### src/rtl/aes_spi_pkg.sv
// Shared types and sizing helpers for the AES SPI responder.
package aes_spi_pkg;

    typedef enum logic [2:0] {
        IDLE,
        RX_MSG,
        RX_KEY,
        CRYPT,
        WAIT_RD,
        TX,
        DONE
    } state_t;

    localparam int MSG_BITS = 128;

    function automatic int key_bits(input int nk);
        return nk * 32;
    endfunction

    // One spare bit so the TX phase can count up to MSG_BITS itself.
    function automatic int cnt_width(input int nk);
        int longest;
        longest = (key_bits(nk) > MSG_BITS) ? key_bits(nk) : MSG_BITS;
        return $clog2(longest) + 1;
    endfunction

endpackage

### src/rtl/aes_spi_shreg.sv
// LSB-first shift register with parallel load; serial output is bit 0.
module aes_spi_shreg
    import aes_spi_pkg::*;
#(
    parameter int WIDTH = MSG_BITS
) (
    input  logic             clk,
    input  logic             reset,
    input  logic             load_en,
    input  logic [WIDTH-1:0] load_data,
    input  logic             shift_en,
    input  logic             ser_in,
    output logic             ser_out
);

    logic [WIDTH-1:0] q;

    always_ff @(posedge clk) begin
        if (reset) begin
            q <= '0;
        end else if (load_en) begin
            q <= load_data;
        end else if (shift_en) begin
            q <= {ser_in, q[WIDTH-1:1]};
        end
    end

    assign ser_out = q[0];

endmodule

### src/rtl/aes_spi_responder.sv
// SPI-side responder: deserialises message and key, hands them to the AES
// core, and serialises the core result back on MISO when asked.
//
// state   | meaning
// IDLE    | waiting for cs_n=0 with mode=0; first message bit captured here
// RX_MSG  | shifting in message bits 1..127
// RX_KEY  | shifting in key bits 0..NK*32-1
// CRYPT   | core_start pulsed on entry; waiting for core_done
// WAIT_RD | result held; waiting for mode=1 to start read-back
// TX      | driving result bits 1..127 on miso
// DONE    | read-back finished; waiting for cs_n=1
module aes_spi_responder
    import aes_spi_pkg::*;
#(
    parameter int NK = 4,
    parameter int NR = 10
) (
    input  logic                      clk,
    input  logic                      reset,
    input  logic                      cs_n,
    input  logic                      mosi,
    input  logic                      mode,
    output logic                      miso,
    output logic                      core_start,
    output logic [MSG_BITS-1:0]       core_msg,
    output logic [key_bits(NK)-1:0]   core_key,
    input  logic                      core_done,
    input  logic [MSG_BITS-1:0]       core_result,
    output logic                      busy,
    output logic                      frame_err
);

    localparam int KEY_BITS = key_bits(NK);
    localparam int CNT_W    = cnt_width(NK);
    localparam int MIDX_W   = $clog2(MSG_BITS);
    localparam int KIDX_W   = $clog2(KEY_BITS);

    localparam logic [CNT_W-1:0] CNT_ONE  = {{(CNT_W-1){1'b0}}, 1'b1};
    localparam logic [CNT_W-1:0] MSG_LAST = CNT_W'(MSG_BITS - 1);
    localparam logic [CNT_W-1:0] KEY_LAST = CNT_W'(KEY_BITS - 1);
    localparam logic [CNT_W-1:0] TX_END   = CNT_W'(MSG_BITS);

    // NR only travels to the core; it is checked here against NK for sanity.
    if (!(NK == 4 || NK == 6 || NK == 8) || NR != NK + 6) begin : g_bad_cfg
        $error("aes_spi_responder: unsupported NK/NR combination");
    end

    state_t           state, next_state;
    logic [CNT_W-1:0] count, cnt_next;
    logic             msg_wr, key_wr;
    logic             tx_load, tx_shift, tx_bit;
    logic             miso_next, start_next, err_next;

    always_ff @(posedge clk) begin
        if (reset) begin
            state      <= IDLE;
            count      <= '0;
            core_msg   <= '0;
            core_key   <= '0;
            miso       <= 1'b0;
            core_start <= 1'b0;
            frame_err  <= 1'b0;
        end else begin
            state      <= next_state;
            count      <= cnt_next;
            miso       <= miso_next;
            core_start <= start_next;
            frame_err  <= err_next;
            if (msg_wr) begin
                core_msg[count[MIDX_W-1:0]] <= mosi;
            end
            if (key_wr) begin
                core_key[count[KIDX_W-1:0]] <= mosi;
            end
        end
    end

    // Every path back to IDLE clears the counter, so IDLE writes msg bit 0.
    always_comb begin
        next_state = state;
        cnt_next   = count;
        msg_wr     = 1'b0;
        key_wr     = 1'b0;
        tx_load    = 1'b0;
        tx_shift   = 1'b0;
        miso_next  = 1'b0;
        start_next = 1'b0;
        err_next   = 1'b0;
        case (state)
            IDLE: begin
                if (!cs_n && !mode) begin
                    msg_wr     = 1'b1;
                    cnt_next   = CNT_ONE;
                    next_state = RX_MSG;
                end
            end
            RX_MSG: begin
                if (cs_n) begin
                    err_next   = 1'b1;
                    cnt_next   = '0;
                    next_state = IDLE;
                end else begin
                    msg_wr = 1'b1;
                    if (count == MSG_LAST) begin
                        cnt_next   = '0;
                        next_state = RX_KEY;
                    end else begin
                        cnt_next = count + CNT_ONE;
                    end
                end
            end
            RX_KEY: begin
                if (cs_n) begin
                    err_next   = 1'b1;
                    cnt_next   = '0;
                    next_state = IDLE;
                end else begin
                    key_wr = 1'b1;
                    if (count == KEY_LAST) begin
                        cnt_next   = '0;
                        start_next = 1'b1;
                        next_state = CRYPT;
                    end else begin
                        cnt_next = count + CNT_ONE;
                    end
                end
            end
            CRYPT: begin
                // A done coinciding with our own start pulse cannot be a real result.
                if (core_done && !core_start) begin
                    tx_load    = 1'b1;
                    next_state = WAIT_RD;
                end
            end
            WAIT_RD: begin
                if (mode) begin
                    miso_next  = tx_bit;
                    tx_shift   = 1'b1;
                    cnt_next   = CNT_ONE;
                    next_state = TX;
                end
            end
            TX: begin
                if (cs_n) begin
                    err_next   = 1'b1;
                    cnt_next   = '0;
                    next_state = IDLE;
                end else if (count == TX_END) begin
                    next_state = DONE;
                end else begin
                    miso_next = tx_bit;
                    tx_shift  = 1'b1;
                    cnt_next  = count + CNT_ONE;
                end
            end
            DONE: begin
                if (cs_n) begin
                    cnt_next   = '0;
                    next_state = IDLE;
                end
            end
            default: begin
                next_state = IDLE;
            end
        endcase
    end

    aes_spi_shreg #(
        .WIDTH(MSG_BITS)
    ) u_tx_shreg (
        .clk      (clk),
        .reset    (reset),
        .load_en  (tx_load),
        .load_data(core_result),
        .shift_en (tx_shift),
        .ser_in   (1'b0),
        .ser_out  (tx_bit)
    );

    assign busy = (state != IDLE);

endmodule

### config.mk
export PLATFORM = sky130hd
export DESIGN_NAME = aes_spi_responder
export DESIGN_NICKNAME = d
export VERILOG_FILES = /design/src/rtl/aes_spi_pkg.sv /design/src/rtl/aes_spi_shreg.sv /design/src/rtl/aes_spi_responder.sv
export SDC_FILE = /design/constraint.sdc
export NUM_CORES = 1
export LEC_CHECK = 0
export ABC_AREA = 1
export CORE_ASPECT_RATIO = 1.4
export CORE_MARGIN = 5
export CORE_UTILIZATION = 45
export CTS_CLUSTER_SIZE = 24
export DETAILED_ROUTE_END_ITERATION = 10
export PLACE_DENSITY = 0.79
export SLEW_MARGIN = 20
export SYNTH_ARGS = -nofsm -noshare
export SYNTH_HDL_FRONTEND = slang
export SYNTH_SLANG_ARGS = --single-unit
### constraint.sdc
create_clock -name clk -period 2.15 [get_ports clk]
set_input_delay 0.5375 -clock clk [delete_from_list [all_inputs] [get_ports clk]]
set_output_delay 0.5375 -clock clk [all_outputs]
set_load 0.02 [all_outputs]
* After elaboration in Yosys (flattened, before gate mapping) *
Index checks and enable logic that the tools add are counted.

cells by class
  $add $sub $neg = 1
  magnitude comparators = 2
  equal/unequal tests = 16
  multiplexer cells = 41
  bitwise gates (word level) = 2
  reduce and logical (&&, ||, !) cells = 16

operators with widths
  operator               number
  $bwmux W128            2
  $mux W128              2
  $mux W8                7
  $pmux W8 S5            1
  $mux W3                10
  $pmux W3 S7            1
  $mux W1                14
  $ne A3 B3 Y1 const B   4
  $eq A3 B3 Y1 const B   3
  $add A8 B1 Y8 const B  1
  $eq A8 B7 Y1 const B   1
  $eq A8 B8 Y1 const B   1
  $lt A7 B8 Y1 const B   1
  $ne A2 B2 Y1 const B   4
  $demux W1 S7           1
  $ge A7 B1 Y1 const B   1
  $reduce_and A7 Y1      1
  $eq A3 B2 Y1 const B   2
  $pmux W1 S2            3
  $reduce_or A3 Y1       2
  $reduce_and A5 Y1      1
  $reduce_bool A5 Y1     1
  $reduce_or A2 Y1       2
  $eq A3 B1 Y1 const B   1
  6 further kinds        11

storage, ports and cells
  flip-flop bits (word level) = 398
  input port bits = 134
  word-level logic and storage cells = 86

* Depth between registers and ports, before layout *
Gate-level depths: netlist of the first run.

  depth after elaboration = 6
  gate-level depth with buffers = 12

* Cells and area by module *
A second synthesis of the first run with hierarchy kept.

unflattened totals
  cell total of the unflattened synthesis = 2717
  area total of the unflattened synthesis = 18108.6 µm²

by module, submodules not included
  module             times used  cells an instance  area an instance (µm²)  sequential area each (µm²)
  aes_spi_responder  1           1623               11678.7                 5405.2
  aes_spi_shreg      1           1094               6429.9                  2562.5

* Worst setup path after synthesis of the first run *
Ideal clock, no wire load.

  path kind = flip-flop to flip-flop
  start = register count[0]
  end = register u_tx_shreg.q[100]
  arrival = 1.620 ns
  required time = 2.018 ns
  path slack = 0.398 ns
  stages on the path, launching flop included = 13
  buffers on the path = 3
  clock period less this slack = 1.752 ns
  path through = dfxtp_1 -> clkbuf_1 -> inv_1 -> ha_1 -> nand3_1 -> o21ai_2 -> nand2_4 -> inv_2 -> nand2_4 -> buf_6 -> buf_4 -> nand2_1 -> a21oi_1

between the ends
  cells in the longest elaborated chain, start to end = 5

RTL lines
  element                       RTL line                  RTL
  start: declaration            aes_spi_responder.sv:49   logic [CNT_W-1:0] count, cnt_next;
  start signal: assignment      aes_spi_responder.sv:65   count <= cnt_next;
  $eq A8 B8 Y1                  aes_spi_responder.sv:148  end else if (count == TX_END) begin
  $mux W1                       aes_spi_responder.sv:148
  $mux W1                       aes_spi_responder.sv:144  if (cs_n) begin
  $pmux W1 S2                   aes_spi_responder.sv:89   case (state)
  $reduce_bool A2 Y1 (no line)  -
  end signal: assignment        aes_spi_shreg.sv:22       q <= load_data;
  end signal: assignment        aes_spi_shreg.sv:24       q <= {ser_in, q[WIDTH-1:1]};
  end: declaration              aes_spi_shreg.sv:16       logic [WIDTH-1:0] q;

No other way between the ends.
A chain may end at the register's enable or synchronous reset.

* Final worst setup path of the first run *
  start = register core_msg[96]
  end = output core_msg[96]

RTL lines
  element                           RTL line                 RTL
  start: declaration                aes_spi_responder.sv:25  output logic [MSG_BITS-1:0] core_msg,
  start signal: indexed assignment  aes_spi_responder.sv:70  core_msg[count[MIDX_W-1:0]] <= mosi;

No word-level cell between the ends.

==> results of run 1 <==
-- through the flow --
step / total power [W] / instance area [sq um] / setup WS (ns) / hold WS, ns / util
finish: 0.0182 / 24000 / 0.0461 / 0.360 / 0.620
detailed placement: 0.0114 / 22700 / -0.230 / 0.436 / 0.587
floorplan: 0.00972 / 17600 / 0.398 / 0.425 / -
CTS: 0.0183 / 23900 / 0.00995 / 0.339 / 0.620
global placement: 0.0114 / 22700 / -0.141 / 0.432 / 0.587
global route: 0.0189 / 24000 / -0.0787 / 0.373 / 0.620
-- cell type report --
cell class	instances	area, sq um
timing repair buffer	508	5260
tap	522	653
inverter	54	209
fill	3351	14700
multi-input combinational	1977	8590
clock buffer	58	1160
sequential	398	7970
clock inverter	10	106
-- state kept, by name, summed over array words and instances, names as in the netlist --
name and count:
core_key 128, core_msg 128, core_start 1, count 8, frame_err 1, miso 1, state 3, u_tx_shreg.q 128
-- per-layer routing --
metal	share of wire	up-vias
met5	0	-
met1	0.39	8741
met3	0.091	154
met4	0.044	0
li1	-	9285
met2	0.48	784
-- final timing paths --
check | start | end | cells after the start
hold reg to reg | u_tx_shreg.q[0]$_SDFFE_PP0P_ | miso$_SDFF_PP0_ | 2
setup / recovery | core_msg[96]$_SDFFE_PP0P_ | core_msg[96] | 1
hold / removal | reset | core_key[121]$_SDFFE_PP0P_ | 2
setup reg to reg | count[3]$_SDFFE_PP0P_ | count[7]$_SDFFE_PP0P_ | 8
-- cells by family (layout without fill, tap and decap cells) --
group | after synthesis | in the layout
AND/OR/NAND/NOR | 1556 | 1556
AO/OA/AOI/OAI | 417 | 417
flip-flops | 398 | 398
buffers and inverters | 259 | 630
adder cells (fa/ha/maj) | 2 | 2
XOR/XNOR | 2 | 2
-- cell usage after synthesis, types with 2 or more instances --
master    number  area (sq um)
nand2_1     1043          3920
dfxtp_1      398          7970
a21oi_1      389          1950
nand3_1      209          1050
nor2_1       156           586
clkbuf_1     110           413
buf_2         85           425
nor3_1        70           350
nor4_1        65           407
inv_1         47           176
o21ai_0       23           115
buf_4          7          52.6
inv_2          6          22.5
nor2_2         6          37.5
buf_6          2          22.5
ha_1           2          25.0
nand2_2        2          12.5
nand2_4        2          22.5
xor2_1         2          17.5
-- repair_timing --
item | in CTS | in global routing
gates resized for setup | 7 | 3
endpoints found under the setup margin | 3 | 8
pin swaps | 0 | 0
-- cells in the final DEF, fill, tap and decap left out, types with 4 or more instances in the layout --
cell and count:
nor4_1 65, buf_4 79, nor2_2 7, clkbuf_1 10, inv_1 47, inv_2 4, clkinv_2 7, nand2_1 1042
clkbuf_16 41, buf_12 36, clkbuf_8 8, nand3_1 205, nor3_1 70, clkdlybuf4s50_1 385, a21oi_1 389, nor2_1 155
o21ai_0 23, dfxtp_1 397, nand3_2 4
-- report_power, final --
part           internal [W]  switching [W]  total, W
combinational       0.00137        0.00242   0.00379
clock               0.00398        0.00288   0.00685
sequential          0.00745      0.0000682   0.00752
==> metrics.md, run 1 <==
| Metric | Value |
|---|---|
| CP endpoint kind | output port |
| Top Usage Layer GRT | met2 |
| Clk slew on worst S/H paths | ~0.060 ns |
| CP Launch Type | flop |
| Simple-Gate Fraction of Synth Area | 0.363 |
| Crit-path leading delay family | buffers and inverters |
| RSZ-0062 raised after global routing | yes |
| Skew-Pair Late Insertion Delay | about 0.53 ns |
| Placed insts | about 3.5k |
| First-pass GRT wire length | approximately 94000 um |
| Synthesized instance count | between 2k and 3k |
| Synth cell types | 29 |
| Detailed Routing Iterations Pass 1 | 5 |
| Fin. Hold Viols | 0 |
| Post-Syn Area | 0.0176 sq mm |
| Final Non-Filler Cells | ~3.5k |
| Clk Tree Root Cell | clkbuf_16 |
| Min Tclk post-route | approximately 2.1 ns |
| Cts hold-fix bufs | 0 |
| Max_cap viols | 0 |
| Total CTS buffers | 39 |
| Synth Net Count | 2770 |
| Critical path class | reg2out |
| Synthesis-stage register bit count | roughly 400 |
| Die Span Y | around 240 um |
| Mux cell area share after synthesis | 0 |
| Setup TNS | 0 ns |
| Area growth from synthesis to layout | 35.8% |
| Core Region | between 0.03 and 0.04 sq mm |
| XOR/XNOR share of the synthesized area | 0.000993 |
| Average wire per standard cell | around 17 um |
| Largest net degree at the start of global routing | between 100 and 150 |
| GR Util met1 | 0.315 |
| Worst-Margin Slew | about 0.71 ns |
| Post-CTS setup buffer count | 0 |
| Vias | about 19k |
| # clock sinks | between 300 and 400 |
| Arrival time worst endpoint | between 1.5 and 2 ns |
| CP Max Fanout | 2 |
| Post-route DRC | 0 |
| Inserted Diodes | 0 |
| Routed Antenna Nets | 0 |
| Fin crit share | 0.979 |
| Final setup viols | 0 |
| Status | complete, no violations |
| Post-synth EDFFs | 0 |
| DP HPWL | between 40000 and 50000 um |
| Rows | 85 |
| Max Fclk | ~0.48 GHz |
| Final nets | between 3k and 4k |
| Compound-Gate Fraction of Synth Area | 0.119 |
| CP bufs+invs | 1 |
| Final Max Slew Viols | 0 |
| Max H-tree Level | 2 |
| IO Pins | roughly 400 |
| Placer congestion estimate | between 0.8 and 0.9 |
| Initial Util | 0.457 |
| Delay of the slowest critical-path stage | about 0.7 ns |
| DRT iter0 DRCs | 1519 |
| Ys flop type | dfxtp_1 |
| Pwr dens | around 760 mW/mm^2 |
| Post-synthesis sequential area ratio | 0.452 |
| Worst IR Drop VDD | 0.000648 V |
| Skew final | around 0.019 ns |
| Met2 Use GR | 0.446 |
| Drt total wl | roughly 61000 um |
| Synth Warn # | 0 |
| Syn Area/Cell | 6.70 sq um |
| Flop-to-flop setup slack | 0.15 ns |
| Die area | 0.0433 sq mm |
| Port Buffers | between 300 and 400 |
| Largest family of logic cells by synthesized area | simple AND/OR/NAND/NOR gates |
| Clk buf depth | 3 |
| Slew headroom | 0.526 |
| Antenna violations before repair | 0 |
| Lkg Pwr | around 8.4 nW |
| GRT met3 Usage | 0.0743 |
| Async set-or-reset flop fraction in the synthesized netlist | 0 |
| Synth Area in Adders | 0.00142 |
| Vias per cell | 5.38 |
| Chip width | ~180 um |
| GR Util All Layers | 0.265 |
| Share of cells above drive strength 1 | 0.0672 |
| Gr ovfl total | 0 |
| Slowest CP cell | clkdlybuf4s50_1 |
| CP cell instances | clkdlybuf4s50_1 |
| Min-Delay Path Class | in2reg |
| Worst path required time | 1.61 ns |
| CTS tree | yes |
| Number of global-route vias before repair | around 18k |
Power figures use the tool's default switching activity.
==> run 2, diff against run 1 <==
--- a/config.mk
+++ b/config.mk
@@ -9,6 +9,7 @@
 export CORE_ASPECT_RATIO = 1.4
 export CORE_MARGIN = 5
 export CORE_UTILIZATION = 45
+export CTS_CLUSTER_DIAMETER = 30
 export CTS_CLUSTER_SIZE = 24
 export DETAILED_ROUTE_END_ITERATION = 10
 export PLACE_DENSITY = 0.79
==> metrics.md, run 2 (synthesis gave the netlist of run 1 again) <==
| Metric | Value |
|---|---|
| Internal | 0.0153 W (+20%) |
| Min Tclk post-route | 2.12 ns (+0.0136 ns) |
| Placed insts | 3459 (unchanged) |
| Lkg Pwr | 9.55 nW (+14%) |
| Average wire per standard cell | 17.3 um (+0.72%) |
| Post_cts resized | 21 (+14) |
| Detailed Routing Iterations Pass 1 | 7 (+2) |
| Minimum hold slack | 0.328 ns (-0.0318 ns) |
| Max H-tree Level | 2 (unchanged) |
| GR Util All Layers | 0.270 (+0.00529) |
| Placed cell area | 0.0227 sq mm (unchanged) |
| Flop pwr share | 0.350 (-0.064) |
| Net switching power | 0.00618 W (+15%) |
| Final nets | 3135 (+0.67%) |
| Max Fclk | 0.472 GHz (-0.64%) |
| Initial Util | 0.457 (unchanged) |
| Vias per cell | 5.39 (+0.34%) |
| Critical path class | reg2out |
| Routed Antenna Nets | 0 (unchanged) |
| Die area | 0.0433 sq mm (unchanged) |
| Worst path required time | 1.61 ns (about the same) |
| Switching share of power | 0.288 (-0.00793) |
| CTS tree | yes |
| Post-CTS setup buffer count | 0 (unchanged) |
| Min-Delay Path Class | in2reg |
| Port Buffers | 393 (unchanged) |
| Worst-Margin Slew | 0.723 ns (+0.0136 ns) |
| Total CTS buffers | 60 (+54%) |
| Status | complete, no violations |
| Share of cells above drive strength 1 | 0.0820 (+0.0148) |
| Arrival time worst endpoint | 1.58 ns (about the same) |
| Fin. Hold Viols | 0 (unchanged) |
| Final Non-Filler Cells | 3570 (+1.2%) |
| Inserted Diodes | 0 (unchanged) |
| Skew-Pair Late Insertion Delay | 0.58 ns (+0.05 ns) |
| Largest net degree at the start of global routing | 130 (unchanged) |
| Final setup viols | 0 (unchanged) |
| Drt total wl | 61700 um (+2.0%) |
| CP endpoint kind | output port |
| Area growth from synthesis to layout | 41.1% |
| CP Launch Type | flop |
| Chip width | 177 um (unchanged) |
| Design Area, Final | 0.0249 sq mm (+3.9%) |
| Share of power burned in combinational logic | 0.177 (-0.032) |
| Util after Layout | 0.645 (+0.0244) |
| Skew final | 0.0134 ns (-0.00576 ns) |
| Rows | 85 (unchanged) |
| CP cell instances | clkdlybuf4s50_1 |
| Number of global-route vias before repair | 18.5k (+3.1%) |
| Regs by FF count | core_key: 128 flops, core_msg: 128 flops, u_tx_shreg.q: 128 flops |
| Post-route DRC | 0 (unchanged) |
| Gr ovfl total | 0 (unchanged) |
| Placer congestion estimate | 0.882 (unchanged) |
| DRT iter0 DRCs | 1594 (+4.9%) |
| Slowest CP cell | clkdlybuf4s50_1 |
| # clock sinks | 398 (unchanged) |
| Clk Tree Root Cell | clkbuf_16 |
| Vias | 19.3k (+1.6%) |
| Clk buf depth | 3 (unchanged) |
| Fin crit share | 0.985 (+0.00631) |
| CP bufs+invs | 1 (unchanged) |
| CP Max Fanout | 2 (unchanged) |
| Final Max Slew Viols | 0 (unchanged) |
| Commonest non-fill, non-tap cell in the layout | nand2_1 |
| Delay of the slowest critical-path stage | 0.67 ns (-0.02 ns) |
| Clock power frac | 0.472 (+0.095) |
| Core Region | 0.0386 sq mm (unchanged) |
| Clk slew on worst S/H paths | 0.05 ns (about the same) |
| Die Span Y | 244 um (unchanged) |
| IO Pins | 394 (unchanged) |
| Antenna violations before repair | 0 (unchanged) |
| First-pass GRT wire length | 96500 um (+2.6%) |
| Worst IR Drop VDD | 0.000615 V (-5.2%) |
| Max_cap viols | 0 (unchanged) |
| Cts hold-fix bufs | 0 (unchanged) |
| Pwr dens | 863 mW/mm^2 (+14%) |
| Slew headroom | 0.517 (-0.00911) |
| RSZ-0062 raised after global routing | yes |
| DP HPWL | 42300 um (unchanged) |
| Crit-path leading delay family | buffers and inverters |
| Most frequent cells in the layout | nand2_1 (1042), dfxtp_1 (395), a21oi_1 (389), clkdlybuf4s50_1 (333), nand3_1 (205) |
## run 2: changes by cell type in the layout (fill, tap and decap cells not counted), sizes merged
cell           delta
clkbuf           +17
clkinv            +3
dlygate4sd2      +14
inv              +14
clkinvlp          +3
dlymetal6s2s     +38
clkdlybuf4s50    -52
bufinv            +6
## run 2: path summary, 6_finish.rpt
path | start | endpoint | slack [ns] | depth (start not counted)
worst max-delay path | core_key[55]$_SDFFE_PP0P_ | core_key[55] | 0.03 | 1
worst min-delay path | reset | core_key[121]$_SDFFE_PP0P_ | 0.33 | 2
worst max register to register | count[3]$_SDFFE_PP0P_ | count[7]$_SDFFE_PP0P_ | 0.17 | 8
worst min register to register | core_key[110]$_SDFFE_PP0P_ | core_key[110]$_SDFFE_PP0P_ | 0.45 | 2
## run 2: final cells by class
class                   instances  area (sq um)
fillers                      3228         13700
well taps                     522           653
clock inverters                36           475
flip-flops and latches        398          7970
multi-input cells            1977          8600
inverters                      54           209
repair buffers                508          5340
clock buffers                  75          1650
## run 2: power by group through the flow
stage               logic, W  clock network [W]  registers [W]
finish               0.00381             0.0101        0.00753
global route         0.00408             0.0106        0.00754
CTS                  0.00378             0.0103        0.00752
detailed placement   0.00375                  0        0.00768
global placement     0.00372                  0        0.00767
floorplan            0.00203                  0        0.00769
## run 2: metal layers
metal	vias to the layer above	GRT usage	wire (um)
li1	9346	-	-
met1	8884	0.313	23100
met2	867	0.467	30100
met3	163	0.0755	5890
met4	0	0.111	2560
met5	-	0	0
## run 2: per-stage QoR
stage | setup slack (ns) | power, W | setup TNS [ns]
CTS | 0.0000334 | 0.0216 | 0
finish | 0.0326 | 0.0215 | 0
floorplan | 0.398 | 0.00972 | 0
detailed placement | -0.230 | 0.0114 | -50.37
global route | -0.0607 | 0.0223 | -0.108
global placement | -0.141 | 0.0114 | -28.41
